===== src/rtl/datapath_sequencer.sv =====
// Sequences one instruction through READ/EXEC/WRITE (repeated rep+1 times) and reports it in DONE; res_valid 3*(rep+1)+1 cycles after accept.
// Backpressure: instr_ready only in IDLE, so instr_valid in any other state is ignored.
module datapath_sequencer #(
    parameter int DATA_W = 8,
    parameter int ADDR_W = 3
) (
    input  logic              clk,
    input  logic              rst,
    input  logic              instr_valid,
    output logic              instr_ready,
    input  logic [15:0]       instr,
    output logic [ADDR_W-1:0] ra1,
    output logic [ADDR_W-1:0] ra2,
    output logic [ADDR_W-1:0] wa3,
    output logic              we3,
    output logic [DATA_W-1:0] wd3,
    output logic              src_sel,
    output logic [2:0]        ula_ctrl,
    input  logic [DATA_W-1:0] ula_result,
    input  logic              ula_zero,
    output logic              res_valid,
    output logic [DATA_W-1:0] res_data,
    output logic              res_zero,
    output logic              busy
);

    typedef enum logic [2:0] {IDLE, READ, EXEC, WRITE, DONE} state_t;

    state_t            state_q, state_d;
    logic [15:2]       instr_q, instr_d;
    logic [1:0]        rep_q, rep_d;
    logic [DATA_W-1:0] res_q, res_d;
    logic              z_q, z_d;
    logic [DATA_W-1:0] out_data_q, out_data_d;
    logic              out_zero_q, out_zero_d;

    always_ff @(posedge clk) begin
        if (rst) begin
            state_q    <= IDLE;
            instr_q    <= '0;
            rep_q      <= '0;
            res_q      <= '0;
            z_q        <= 1'b0;
            out_data_q <= '0;
            out_zero_q <= 1'b0;
        end else begin
            state_q    <= state_d;
            instr_q    <= instr_d;
            rep_q      <= rep_d;
            res_q      <= res_d;
            z_q        <= z_d;
            out_data_q <= out_data_d;
            out_zero_q <= out_zero_d;
        end
    end

    always_comb begin
        state_d    = state_q;
        instr_d    = instr_q;
        rep_d      = rep_q;
        res_d      = res_q;
        z_d        = z_q;
        out_data_d = out_data_q;
        out_zero_d = out_zero_q;
        case (state_q)
            IDLE: begin
                if (instr_valid) begin
                    instr_d = instr[15:2];
                    rep_d   = instr[1:0];
                    state_d = READ;
                end
            end
            READ: state_d = EXEC;
            EXEC: begin
                res_d   = ula_result;
                z_d     = ula_zero;
                state_d = WRITE;
            end
            WRITE: begin
                if (rep_q != 2'd0) begin
                    rep_d   = rep_q - 2'd1;
                    state_d = READ;
                end else begin
                    // Result outputs only move on entry to DONE so they hold between instructions.
                    out_data_d = res_q;
                    out_zero_d = z_q;
                    state_d    = DONE;
                end
            end
            DONE:    state_d = IDLE;
            default: state_d = IDLE;
        endcase
    end

    always_comb begin
        ra1         = ADDR_W'(instr_q[9:7]);
        ra2         = ADDR_W'(instr_q[6:4]);
        wa3         = ADDR_W'(instr_q[12:10]);
        ula_ctrl    = instr_q[15:13];
        src_sel     = instr_q[3];
        we3         = (state_q == WRITE) && instr_q[2];
        wd3         = (state_q == WRITE) ? res_q : '0;
        res_valid   = (state_q == DONE);
        res_data    = out_data_q;
        res_zero    = out_zero_q;
        busy        = (state_q != IDLE);
        instr_ready = (state_q == IDLE) && !rst;
    end

endmodule


===== config.mk =====
export PLATFORM = sky130hd
export DESIGN_NAME = datapath_sequencer
export DESIGN_NICKNAME = d
export VERILOG_FILES = /design/src/rtl/datapath_sequencer.sv
export SDC_FILE = /design/constraint.sdc
export NUM_CORES = 1
export LEC_CHECK = 0
export CAP_MARGIN = 40
export CORE_MARGIN = 4
export CORE_UTILIZATION = 46
export DETAILED_ROUTE_END_ITERATION = 16
export GPL_TIMING_DRIVEN = 0
export PLACE_DENSITY = 0.84
export REMOVE_ABC_BUFFERS = 1
export SLEW_MARGIN = 20
export SYNTH_ARGS = -nofsm -noshare
export SYNTH_HDL_FRONTEND = slang
export SYNTH_SLANG_ARGS = --single-unit

===== constraint.sdc =====
create_clock -name clk -period 3.7 [get_ports clk]
set_clock_uncertainty 0.1 [all_clocks]
set_input_delay 0.925 -clock clk [delete_from_list [all_inputs] [get_ports clk]]
set_output_delay 0.925 -clock clk [all_outputs]
set_load 0.03 [all_outputs]

==> metrics.md <==
| Metric | Value |
|---|---|
| Total wire length | 3.48 mm |
| Max rail drop VDD | 0.249 mV |
| Post-Syn Instances | 190 |
| Area leader, netlist | dfxtp_1 |
| Worst slew margin | 52.9% |
| Status | finished clean |
| Gpl congestion | 0.756 |
| H-tree levels | 2 |
| Die width | 66.8 um |
| Core ar. | 3340 um^2 |
| Final period utilization | 90.4% |
| Setup violators final | 0 |
| Detail Route Antenna Nets | 0 |
| Logic pwr share | 22.6% |
| Power Density | 431 nW/um^2 |
| Reg2reg path depth | 4 |
| Worst Path Max Fanout | 16 |
| Sequential share of the synthesized area | 46.7% |
| Flop pwr share | 47.9% |
| GRT overflow | 0 |
| Ys Warns | 0 |
| Via-to-Cell Ratio | 4.83 |
| Setup WS post-layout | 0.357 ns |
| Setup Buffers After CTS | 0 |
| Initial DRC Count | 109 |
| Max Clk Rate | 299 MHz |
| Global-route wire length before repair | 5.41 mm |
| CP Capture Type | output port |
| Hold Path Stages | 2 |
| Area delta synth->final | 39.1% |
| Vias in the first global route | 1241 |
| Hold/Removal Path Class | flop to flop |
| # rows | 21 |
| CTS tree | yes |
| DR WL/cell | 12.4 um |
| Placed Cells | 273 |
| Drt drc | 0 |
| Die Y | 66.8 um |
| Clock tree sinks | 37 |
| Share of layout cells above drive strength 1 | 5.53% |
| Initial DRT Pass Iterations | 4 |
| Hold buffer count at cts | 0 |
| Synth cell types | 29 |
| Clock-pin slew on the worst setup and hold paths | 0.11 ns |
| I/O pin count | 62 |
| Largest net degree at the start of global routing | 40 |
| Vias after detailed routing | 1358 |
| Setup CP Type | flop to output port |
| Yosys reg bits | 37 |
| Filler instances | 305 |
| Final Slew Violations | 0 |
| Clock Latency Late Sink | 0.34 ns |
| Largest cells by area after synthesis | dfxtp_1 (47%), nand2_1 (11%), a21oi_1 (7.6%) |
| Pleak | 0.000804 uW |
| MaxCap Viol Count | 0 |
| Switch share | 29.1% |
| Final Hold Fails | 0 |
| Syn Std Cell Area | 1590 um^2 |
| Avg Inst Size Synth | 8.36 um^2 |
| CTS root buf | clkbuf_4 |
| Total track usage | 16.1% |
| RSZ-0062 raised after global routing | false |
| Arr. time, crit path | 2.32 ns |
| Die ar. | 4460 um^2 |
| Initial antenna violation count | 0 |
| TritonCTS Buffers | 5 |
| Initial core utilization | 47.6% |
| Setup WS pre-CTS | 0.427 ns |
| Pin slew with the least headroom to its limit | 0.706 ns |
| Post-CTS Resized | 0 |
| Min Tclk post-route | 3.34 ns |
| Post-DP HPWL | 2.40 mm |
| Clock share of power | 29.5% |
| # nets final | 263 |
| Final non-filler cell total | 281 |
| Internal Pwr Total | 674 uW |
| Port bufs | 61 |
| Critical Path Start Type | flop |
| Area share of the largest cell type after synthesis | 46.7% |
| Crit path required time | 2.67 ns |
| Max Root-Sink Buffers | 2 |
| Net Switching | 277 uW |
| N_diodes | 0 |
kinds of logic (layout without fill, tap and decap cells):
logic type,count (synthesis),in the layout,synth area share [%]
AND/OR/NAND/NOR,83,83,25.4
flip-flops,37,37,46.7
AO/OA/AOI/OAI,29,29,10.1
buffers and inverters,29,74,10.2
multiplexers,10,10,6.30
adder cells (fa/ha/maj),1,1,0.788
XOR/XNOR,1,1,0.552
metal layers:
metal / wire length (um) / track usage [%] / up-vias / share of wire [%]
met5: 0 / 0 / - / 0
met4: 78 / 9.14 / 0 / 2.2
met3: 207 / 3.20 / 8 / 6.0
met2: 1710 / 26.2 / 36 / 49
met1: 1480 / 19.5 / 615 / 43
li1: - / - / 699 / -
critical path, stage by stage (launching register included):
cell,delay [ns]
dfxtp_1,0.65
and3b_1,0.46
and2_1,0.19
clkdlybuf4s50_1,0.67
power groups by stage:
stage | clock network, uW | registers, uW | logic, uW
after CTS | 290 | 456 | 217
after floorplan | 0 | 485 | 97.1
after global routing | 305 | 462 | 233
after global placement | 0 | 462 | 210
after detailed placement | 0 | 465 | 216
final | 281 | 456 | 215
through the flow:
stage	power (uW)	utilization, %	hold WS, ns	area, um^2	setup TNS (ns)
after floorplan	582	-	0.325	1440	0
after detailed placement	681	63.7	0.343	2120	0
after CTS	964	66.2	0.363	2210	0
after global placement	672	63.2	0.340	2110	-0.568
after global routing	1000	66.2	0.380	2210	0
final	951	66.2	0.359	2210	0
cell usage in the layout (no fill, tap or decap):
| cell type | count |
|---|---|
| a21boi_1 | 1 |
| a21oi_1 | 24 |
| a2bb2oi_1 | 1 |
| a31oi_1 | 1 |
| and2_1 | 9 |
| and3b_1 | 1 |
| and4b_1 | 1 |
| buf_2 | 1 |
| buf_4 | 1 |
| bufinv_16 | 1 |
| clkbuf_4 | 5 |
| clkdlybuf4s50_1 | 60 |
| clkinv_4 | 1 |
| clkinvlp_4 | 1 |
| dfxtp_1 | 37 |
| ha_1 | 1 |
| inv_1 | 4 |
| mux2i_1 | 10 |
| nand2_1 | 48 |
| nand3b_1 | 1 |
| nand4b_1 | 1 |
| nor2_1 | 11 |
| nor3_1 | 2 |
| nor3b_1 | 1 |
| nor3b_2 | 1 |
| nor4_1 | 1 |
| nor4b_4 | 1 |
| o31a_1 | 1 |
| o32ai_1 | 1 |
| or3_1 | 2 |
| or4b_1 | 1 |
| or4b_2 | 1 |
| or4bb_1 | 1 |
| xnor2_1 | 1 |
synth_stat cells, drive strengths merged:
cell,n
ha,1
mux2i,10
buf,19
o31a,1
a2bb2oi,1
nor4b,1
a21oi,24
and4b,1
nor3,2
xnor2,1
nand2,48
clkbuf,6
o32ai,1
and3b,1
a21boi,1
and2,9
nand3b,1
nand4b,1
dfxtp,37
nor2,11
a31oi,1
or3,2
inv,4
nor4,1
nor3b,2
or4bb,1
or4b,2
worst paths after layout:
check	startpoint	endpoint	slack [ns]
max	state_q[1]	we3	0.36
min	instr_q[8]	instr_q[8]	0.36
max reg2reg	state_q[1]	res_q[7]	1.76
min reg2reg	instr_q[8]	instr_q[8]	0.36
registers in the layout, indices dropped and copies added, names as in the netlist:
| register | count |
|---|---|
| instr_q | 14 |
| res_data | 8 |
| res_q | 8 |
| state_q | 3 |
| rep_q | 2 |
| res_zero | 1 |
| z_q | 1 |
cell type report:
| type | count | area, um^2 | share of cell area [%] |
|---|---|---|---|
| clock inverter | 3 | 46.3 | 2.10 |
| sequential | 37 | 741 | 33.5 |
| multi-input combinational | 124 | 698 | 31.6 |
| tap | 46 | 57.6 | 2.61 |
| timing repair buffer | 62 | 613 | 27.8 |
| clock buffer | 5 | 37.5 | 1.70 |
| inverter | 4 | 15.0 | 0.680 |
Note: power is estimated with default switching activity, not from simulation.
